$ cat src/rtl/piso_serializer_pkg.sv
// Shared types and helpers for the serial lane blocks: FSM state encoding and
// the bit-counter width derived from the word width.
package megav_serial_pkg;

  typedef enum logic {SER_IDLE = 1'b0, SER_SHIFT = 1'b1} ser_state_t;

  function automatic int ser_cnt_w(input int bits);
    return (bits > 1) ? $clog2(bits) : 1;
  endfunction

endpackage

$ cat src/rtl/piso_serializer_counter.sv
// Down-counter of remaining beats: load has priority, decrement sticks at zero,
// and zero flags the final beat of a word.
module bit_counter_down
  import megav_serial_pkg::*;
#(
  parameter int WIDTH = 3
) (
  input  logic             clk,
  input  logic             reset_n,
  input  logic             load,
  input  logic [WIDTH-1:0] load_value,
  input  logic             dec,
  output logic             zero
);

  logic [WIDTH-1:0] count;

  always_ff @(posedge clk or negedge reset_n) begin
    if (!reset_n) begin
      count <= '0;
    end else if (load) begin
      count <= load_value;
    end else if (dec && (count != '0)) begin
      count <= count - 1'b1;
    end
  end

  assign zero = (count == '0);

endmodule

$ cat src/rtl/piso_serializer.sv
// Parallel-in/serial-out converter: one word in over valid/ready, one bit per
// accepted beat out, with out_last on the final bit and zero-bubble reload.
module piso_serializer
  import megav_serial_pkg::*;
#(
  parameter int BITS      = 8,
  parameter bit LSB_FIRST = 1'b1
) (
  input  logic            clk,
  input  logic            reset_n,
  input  logic            in_valid,
  output logic            in_ready,
  input  logic [BITS-1:0] in_data,
  output logic            out_valid,
  input  logic            out_ready,
  output logic            out_bit,
  output logic            out_last
);

  localparam int             CW      = ser_cnt_w(BITS);
  localparam logic [CW-1:0]  LOAD_V  = CW'(BITS - 1);
  localparam int             OUT_IDX = LSB_FIRST ? 0 : BITS - 1;

  ser_state_t      state;
  logic [BITS-1:0] shreg;
  logic            cnt_zero;
  logic            beat;
  logic            final_beat;
  logic            accept;

  assign out_valid  = (state == SER_SHIFT);
  assign beat       = out_valid & out_ready;
  assign out_last   = out_valid & cnt_zero;
  assign final_beat = beat & out_last;
  // Ready on the final beat lets the next word follow with no idle cycle.
  assign in_ready   = (state == SER_IDLE) | final_beat;
  assign accept     = in_valid & in_ready;
  assign out_bit    = out_valid & shreg[OUT_IDX];

  always_ff @(posedge clk or negedge reset_n) begin
    if (!reset_n) begin
      state <= SER_IDLE;
      shreg <= '0;
    end else if (accept) begin
      state <= SER_SHIFT;
      shreg <= in_data;
    end else if (beat) begin
      shreg <= LSB_FIRST ? {1'b0, shreg[BITS-1:1]} : {shreg[BITS-2:0], 1'b0};
      if (final_beat) state <= SER_IDLE;
    end
  end

  bit_counter_down #(
    .WIDTH(CW)
  ) u_cnt (
    .clk       (clk),
    .reset_n   (reset_n),
    .load      (accept),
    .load_value(LOAD_V),
    .dec       (beat),
    .zero      (cnt_zero)
  );

`ifdef FORMAL
  a_last_valid: assert property (@(posedge clk) disable iff (!reset_n) out_last |-> out_valid);
  a_bit_quiet:  assert property (@(posedge clk) disable iff (!reset_n) !out_valid |-> !out_bit);
  a_accept:     assert property (@(posedge clk) disable iff (!reset_n)
                                 (in_ready && in_valid) |=> (state == SER_SHIFT));
`endif

endmodule
$ cat config.mk
export PLATFORM = sky130hd
export DESIGN_NAME = piso_serializer
export DESIGN_NICKNAME = d
export VERILOG_FILES = /design/src/rtl/piso_serializer_pkg.sv /design/src/rtl/piso_serializer_counter.sv /design/src/rtl/piso_serializer.sv
export SDC_FILE = /design/constraint.sdc
export NUM_CORES = 1
export LEC_CHECK = 0
export CAP_MARGIN = 20
export CORE_MARGIN = 2
export CORE_UTILIZATION = 46
export CTS_CLUSTER_DIAMETER = 30
export DETAILED_ROUTE_END_ITERATION = 16
export PLACE_DENSITY = 0.79
export REMOVE_ABC_BUFFERS = 1
export SKIP_CTS_REPAIR_TIMING = 1
export SLEW_MARGIN = 20
export SYNTH_ARGS = -nofsm -noshare
export SYNTH_HDL_FRONTEND = slang
export SYNTH_SLANG_ARGS = --single-unit
$ cat constraint.sdc
create_clock -name clk -period 1.67 [get_ports clk]
set_clock_uncertainty 0.05 [all_clocks]
set_input_delay 0.4175 -clock clk [delete_from_list [all_inputs] [get_ports clk]]
set_output_delay 0.4175 -clock clk [all_outputs]
set_load 0.03 [all_outputs]
==> metrics.yaml, run 1 <==
setup_path:
  endpoint_kind: "output pin"
  crit_type: "flop to output pin"
  cp_data_required_time_ns: 1.20
  critPathLaunchType: "flop"
  cp.arrival_ns: 1.36
  crit_fanout: 4
floorplanning:
  start_util_pct: 48.75
  die_h_um: 41.14
  dieWidth_um: 41.14
  coreArea_sq_um: 1301
  die_area_sq_um: 1692
  fp-row-count: 13
  pin_count: 16
global_route:
  grt_overflow: 0
  grt_pass1_wl_um: 1869
  grt_pass1_vias: 435
  antenna_found_initial: 0
  grt_max_degree: 13
  track_usage_pct: 18.67
drt:
  drtIter0Drc: 11
  viasPerCell: 5.408
  antenna_left: 0
  drt_pass1_iterations: 4
  drc_errors: 0
  wire_per_inst_um: 14.18
  routed_wl_um: 1390
  num_vias: 530
cts:
  path_clk_slew_ns: 0.08
  clockBufferDepth: 2
  clkLatencyLatePin_ns: 0.28
  cts-buffers-inserted: 3
  cts.sinks: 12
  clockRootBuffer: "clkbuf_4"
  h-tree-depth: 1
  cts_tree: "done"
pwr:
  power_density_nw_per_um2: 1275
  ir_worst_vdd_mv: 0.8158
  power_leakage_uw: 0.0004139
synthesis:
  synth_area_sq_um: 634.4
  yosysUniqueCellTypes: 22
  synth_cells: 53
  ys_seq_elements: 12
  postSynthAreaPerCell_sq_um: 11.97
  ys_warn_count: 0
  ys_seq_area_share_pct: 47.34
cells_and_area:
  fin_area_sq_um: 937.1
  final_common_cell: "buf_4"
  num_antenna_cells: 0
  drive_above_1_share_pct: 37.35
  final_cell_mix: "buf_4 (14), dfrtp_1 (11), clkdlybuf4s50_1 (10), nand2b_1 (8), o221a_1 (7)"
  finish.utilization_pct: 72.02
  nets: 98
  area_growth_pct: 47.73
sta:
  hold_violations: 0
  fin_tns_setup_ns: -0.3089
  min_period_over_period_pct: 109.5
  finalSetupViolations: 8
  setup_slack_ns: -0.1580
  max_freq_mhz: 547.0
  drv_slew: 0
  finalCriticalPeriod_ns: 1.828
  tightest_slew_ns: 0.2407
  rsz0062_at_grt: "yes"
  slew-limit-headroom_pct: 83.90
place:
  hpwlAfterDp_um: 910.5
  place.gp.congestion: 0.6713
  port_buffers: 15
  post-place-ws_ns: -0.1169
  place_area_sq_um: 834.6
hold_path:
  hp-class: "input pin to async pin"
run:
  max-cap-violations: 0
status:
  run_status: "finished with violations"
  violations: "negative setup slack"
## worst paths after layout
path                                start        endpoint  slack [ns]  depth (start not counted)
hold / removal                    reset_n  u_cnt.count[0]        0.37                          2
min in group clk                 shreg[7]        shreg[7]        0.46                          1
setup / recovery           u_cnt.count[0]        out_last       -0.16                          5
hold reg to reg                  shreg[7]        shreg[7]        0.46                          1
setup reg to reg           u_cnt.count[0]        shreg[6]       -0.02                          7
max in group asynchronous         reset_n       out_valid        1.03                          2
## final cells by class
type / instances / area (sq um)
repair buffers: 27 / 240.2
fillers: 105 / 364.1
inverters: 3 / 11.26
multi-input cells: 37 / 329.1
well taps: 15 / 18.77
clock buffers: 4 / 36.28
flip-flops and latches: 12 / 301.5
## metal layers
metal | vias up | part of all wire, % | track usage, %
met2 | 19 | 49 | 26.95
met1 | 252 | 44 | 22.30
met4 | 0 | 0.72 | 9.677
li1 | 257 | - | -
met3 | 2 | 6.0 | 9.783
met5 | - | 0 | 0
## through the flow
| stage | hold slack [ns] | cells | total power [uW] |
|---|---|---|---|
| 2_1_floorplan | 0.07191 | 52 | 728.7 |
| 3_3_place_gp | 0.4330 | 89 | 855.3 |
| 3_5_place_dp | 0.4361 | 89 | 872.9 |
| 4_1_cts | 0.3708 | 93 | 1116 |
| 5_1_grt | 0.3944 | 98 | 1278 |
| 6_report | 0.3728 | 98 | 1195 |
## registers in the layout, indices dropped and copies added (netlist names)
name         cells
shreg            8
u_cnt.count      3
out_valid        1
## report_power, final
part           switching [uW]  internal [uW]  total (uW)
clock network             106            133         238
registers                59.3            387         446
logic                     215            295         510
total                     380            814        1190
## Yosys cell counts (all sizes together)
master | number | area share [%]
a21o | 2 | 3.6
inv | 3 | 1.8
ha | 2 | 3.9
o221a | 7 | 12
and2b | 1 | 1.6
nand2 | 4 | 2.4
buf | 1 | 1.8
and2 | 2 | 2.0
dfrtp | 12 | 47
nand3b | 1 | 1.2
a32o | 1 | 1.6
a2bb2oi | 1 | 1.4
o21ai | 1 | 0.79
mux2i | 1 | 3.6
a22oi | 1 | 1.2
nor2 | 1 | 0.59
o22a | 2 | 3.0
nand2b | 8 | 7.9
nand3 | 1 | 0.79
a21oi | 1 | 1.4
## critical path, stage by stage (launching register included)
cell and delay (ns):
dfrtp_1 0.39, inv_2 0.07, ha_4 0.17, and2b_4 0.17
and2_4 0.15, buf_6 0.13
## logic make-up (layout without fill, tap and decap cells)
| group | count (synthesis) | in the layout | share of synthesized area [%] |
|---|---|---|---|
| and+or+nand+nor | 18 | 18 | 16.37 |
| AOI/OAI and AO/OA | 16 | 16 | 25.25 |
| DFF | 12 | 12 | 47.34 |
| buffers and inverters | 4 | 34 | 3.550 |
| adders and majority gates | 2 | 2 | 3.944 |
| muxes | 1 | 1 | 3.550 |
No activity file was read; power rests on OpenSTA's default activity.
==> inputs of run 2 (changes only) <==
--- a/config.mk
+++ b/config.mk
@@ -10,7 +10,7 @@
 export CORE_UTILIZATION = 46
 export CTS_CLUSTER_DIAMETER = 30
 export DETAILED_ROUTE_END_ITERATION = 16
-export PLACE_DENSITY = 0.79
+export PLACE_DENSITY = 0.82
 export REMOVE_ABC_BUFFERS = 1
 export SKIP_CTS_REPAIR_TIMING = 1
 export SLEW_MARGIN = 20
==> metrics.yaml, run 2 (synthesized netlist as in run 1, its figures left out) <==
global_route:
  grtUsageMet2_pct: 30.47
  grt_max_degree: 13
  grt_pass1_wl_um: 1911
  busiest_layer: "met2"
  met1_usage_pct: 20.75
  use_met3_pct: 6.522
  grt_pass1_vias: 446
  grt_overflow: 0
  track_usage_pct: 17.80
  antenna_found_initial: 0
setup_path:
  cp.arrival_ns: 1.35
  critPathLaunchType: "flop"
  r2r-end: "shreg[3]"
  crit_chain: "inv_2 -> ha_4 -> and2b_4 -> and2_4 -> buf_6"
  path_delay_family: "flip-flops"
  cp_data_required_time_ns: 1.20
  worst-path-buf-inv: 2
  rrSetupSlack_ns: 0.07
  crit_fanout: 4
  endpoint_kind: "output pin"
  cpPeakStageDelay_ns: 0.39
  reg2reg_from: "u_cnt.count[0]"
  critPathSlowestCell: "dfrtp_1"
  crit_type: "flop to output pin"
  reg2reg_depth: 6
cells_and_area:
  fillers: 101
  largest_reg_flops: 8
  largest-register: "shreg"
  final_cell_mix: "dfrtp_1 (12), buf_4 (12), clkdlybuf4s50_1 (10), nand2b_1 (8), o221a_1 (7)"
  area_growth_pct: 43.00
  stdcell_count: 95
  fin_area_sq_um: 907.1
  drive_above_1_share_pct: 33.75
  num_antenna_cells: 0
  nets: 96
floorplanning:
  dieWidth_um: 41.14
  die_h_um: 41.14
  start_util_pct: 48.75
  fp-row-count: 13
  pin_count: 16
  die_area_sq_um: 1692
  coreArea_sq_um: 1301
drt:
  drt_pass1_iterations: 2
  viasPerCell: 5.568
  num_vias: 529
  routed_wl_um: 1344
  wire_per_inst_um: 14.15
  drc_errors: 0
  drtIter0Drc: 9
  antenna_left: 0
place:
  dp_cells: 89
  place_area_sq_um: 834.6
  place.gp.congestion: 0.6134
  post-place-ws_ns: -0.1259
  port_buffers: 15
  hpwlAfterDp_um: 938.5
pwr:
  power_frac_comb_pct: 43.5
  p_clk_share_pct: 15.9
  power_leakage_uw: 0.0003967
  p_sw_share_pct: 32.82
  p_int_uw: 744.2
  power_switching_uw: 363.6
  ir_worst_vdd_mv: 0.6461
  power_density_nw_per_um2: 1221
  pwr-share-seq_pct: 40.6
cts:
  cts.sinks: 12
  clockRootBuffer: "clkbuf_4"
  clkLatencyLatePin_ns: 0.27
  clockBufferDepth: 2
  cts_tree: "done"
  path_clk_slew_ns: 0.08
  h-tree-depth: 1
  cts-buffers-inserted: 3
sta:
  min_period_over_period_pct: 108.8
  max_freq_mhz: 550.2
  fin_tns_setup_ns: -0.2189
  setup_slack_ns: -0.1474
  finalSetupViolations: 2
  tightest_slew_ns: 0.3938
  slew-limit-headroom_pct: 73.75
  rsz0062_at_grt: "yes"
  drv_slew: 0
  hold_violations: 0
  finalCriticalPeriod_ns: 1.817
status:
  violations: "negative setup slack"
  run_status: "finished with violations"
run:
  max-cap-violations: 0
hold_path:
  hp-class: "input pin to async pin"
==> run 2: worst max-delay path by stage <==
| stage | startpoint | end | slack (ns) | depth (start not counted) |
|---|---|---|---|---|
| floorplan | u_cnt.count[0] | out_last | 0.10 | 4 |
| global placement | out_ready | in_ready | -0.12 | 4 |
| detailed placement | out_ready | in_ready | -0.13 | 4 |
| CTS | u_cnt.count[0] | out_last | -0.26 | 5 |
| global route | u_cnt.count[0] | out_last | -0.19 | 5 |
| finish | u_cnt.count[0] | out_last | -0.15 | 5 |
==> run 2: power groups by stage <==
| stage | clock network (uW) | logic (uW) | registers (uW) |
|---|---|---|---|
| 2_1_floorplan | 0 | 292 | 436 |
| 3_3_place_gp | 0 | 412 | 445 |
| 3_5_place_dp | 0 | 427 | 448 |
| 4_1_cts | 181 | 430 | 444 |
| 5_1_grt | 194 | 520 | 459 |
| 6_report | 176 | 482 | 450 |
==> run 2: metal layers <==
metal  wire [um]  vias up
met3          57        0
met5           0        -
li1            -      251
met2         682       14
met1         604      264
met4           0        0
==> run 2: cell type report <==
| type | count | area (sq um) | share of cell area [%] |
|---|---|---|---|
| Timing Repair Buffer | 25 | 225.2 | 24.83 |
| Clock buffer | 3 | 22.52 | 2.483 |
| Multi-Input combinational cell | 37 | 329.1 | 36.28 |
| Sequential cell | 12 | 300.3 | 33.10 |
| Inverter | 3 | 11.26 | 1.241 |
| Tap cell | 15 | 18.77 | 2.069 |
==> run 2: stage by stage <==
step / power, uW / util [%] / hold slack [ns]
finish: 1108 / 69.71 / 0.3972
global route: 1173 / 69.71 / 0.4177
CTS: 1055 / 65.87 / 0.3968
detailed placement: 874.9 / 64.13 / 0.4352
global placement: 857.0 / 64.13 / 0.4442
floorplan: 728.7 / - / 0.07191
==> inputs of run 3 (changes only) <==
--- a/config.mk
+++ b/config.mk
@@ -5,12 +5,13 @@
 export SDC_FILE = /design/constraint.sdc
 export NUM_CORES = 1
 export LEC_CHECK = 0
-export CAP_MARGIN = 20
-export CORE_MARGIN = 2
-export CORE_UTILIZATION = 46
+export CAP_MARGIN = 25
+export CORE_AREA = 2 2 39 41
+export CTS_BUF_LIST = sky130_fd_sc_hd__clkbuf_2 sky130_fd_sc_hd__clkbuf_4 sky130_fd_sc_hd__clkbuf_8
 export CTS_CLUSTER_DIAMETER = 30
 export DETAILED_ROUTE_END_ITERATION = 16
-export PLACE_DENSITY = 0.82
+export DIE_AREA = 0 0 41 43
+export PLACE_DENSITY = 0.84
 export REMOVE_ABC_BUFFERS = 1
 export SKIP_CTS_REPAIR_TIMING = 1
 export SLEW_MARGIN = 20
==> metrics.yaml, run 3 (synthesized netlist as in run 1, its figures left out) <==
status:
  run_status: "finished with violations"
  violations: "negative setup slack"
cts:
  cts.sinks: 12
  cts_tree: "done"
  clockRootBuffer: "clkbuf_4"
  cts-buffers-inserted: 3
  h-tree-depth: 1
  clockBufferDepth: 2
  path_clk_slew_ns: 0.07
  clkLatencyLatePin_ns: 0.27
drt:
  num_vias: 534
  antenna_left: 0
  wire_per_inst_um: 14.15
  viasPerCell: 5.621
  drtIter0Drc: 10
  routed_wl_um: 1344
  drt_pass1_iterations: 4
  drc_errors: 0
setup_path:
  crit_fanout: 4
  endpoint_kind: "output pin"
  critPathSlowestCell: "dfrtp_1"
  crit_chain: "inv_2 -> ha_4 -> and2b_4 -> and2_4 -> buf_6"
  r2r-end: "shreg[2]"
  crit_type: "flop to output pin"
  path_delay_family: "flip-flops"
  cp.arrival_ns: 1.33
  reg2reg_depth: 6
  critPathLaunchType: "flop"
  reg2reg_from: "u_cnt.count[0]"
  worst-path-buf-inv: 2
  rrSetupSlack_ns: 0.11
  cpPeakStageDelay_ns: 0.38
  cp_data_required_time_ns: 1.20
global_route:
  grt_max_degree: 13
  antenna_found_initial: 0
  grt_overflow: 0
  grt_pass1_wl_um: 2152
  grt_pass1_vias: 509
  track_usage_pct: 18.57
cells_and_area:
  multi_input_comb_area_sq_um: 326.6
  nets: 95
  final_cell_mix: "buf_4 (11), dfrtp_1 (11), clkdlybuf4s50_1 (10), nand2b_1 (8), o221a_1 (7)"
  largest_reg_flops: 8
  fin_area_sq_um: 899.6
  drive_above_1_share_pct: 32.91
  finish.utilization_pct: 65.01
  num_antenna_cells: 0
  largest-register: "shreg"
  fillers: 111
  area_growth_pct: 41.81
  ff_latch_area_sq_um: 301.5
sta:
  drv_slew: 0
  hold_violations: 0
  max_freq_mhz: 555.1
  finalCriticalPeriod_ns: 1.801
  setup_slack_ns: -0.1314
  tightest_slew_ns: 0.2356
  min_period_over_period_pct: 107.9
  finalSetupViolations: 2
  slew-limit-headroom_pct: 84.29
  rsz0062_at_grt: "yes"
pwr:
  power_leakage_uw: 0.0003914
  p_total_uw: 1097
  power_density_nw_per_um2: 1220
  ir_worst_vdd_mv: 0.7091
floorplanning:
  die_h_um: 43
  coreArea_sq_um: 1384
  die_area_sq_um: 1763
  pin_count: 16
  dieWidth_um: 41
  start_util_pct: 45.84
  fp-row-count: 14
place:
  post-place-ws_ns: -0.1188
  port_buffers: 15
  place.gp.congestion: 0.6490
  place_area_sq_um: 835.8
  hpwlAfterDp_um: 1003
hold_path:
  hp-class: "input pin to async pin"
run:
  max-cap-violations: 0
==> run 3: worst register-to-register path: stages (launching register included) <==
cell	delay, ns
dfrtp_1	0.38
inv_2	0.07
ha_4	0.16
and2b_4	0.17
buf_4	0.14
a21o_4	0.23
o221a_1	0.25
==> run 3: metrics by stage <==
stage          cells  hold WS [ns]  setup TNS (ns)
2_1_floorplan     52       0.07191               0
3_3_place_gp      90        0.4417         -0.7626
3_5_place_dp      90        0.4658          -1.100
4_1_cts           93        0.4021         -0.3923
5_1_grt           95        0.4237         -0.2712
6_report          95        0.4027         -0.1630
==> run 3: area by class of cell <==
class,instances,share of cell area (%)
multi-input combinational,37,36.30
sequential,12,33.52
timing repair buffer,24,24.20
clock buffer,3,2.503
tap,16,2.225
inverter,3,1.252
==> run 3: per-layer routing <==
| metal | track usage (%) | vias up | share of wire [%] |
|---|---|---|---|
| li1 | - | 248 | - |
| met1 | 21.36 | 266 | 41 |
| met2 | 29.69 | 18 | 54 |
| met3 | 3.141 | 2 | 4.1 |
| met4 | 12.00 | 0 | 0.74 |
| met5 | 0 | - | 0 |
==> run 3: worst max-delay path by stage <==
stage	from	endpoint	slack [ns]	cells past startpoint
finish	u_cnt.count[0]	out_last	-0.13	5
global route	u_cnt.count[1]	out_last	-0.17	5
CTS	u_cnt.count[0]	out_last	-0.26	5
detailed placement	in_valid	shreg[3]	-0.12	4
global placement	out_ready	in_ready	-0.12	4
floorplan	u_cnt.count[0]	out_last	0.10	4
==> run 3: power breakdown <==
part | switching (uW) | total (uW) | internal [uW] | leakage [uW]
combinational | 202 | 470 | 269 | 0.000246
clock | 91.1 | 174 | 83.3 | 0.0000138
sequential | 65.0 | 452 | 388 | 0.000132
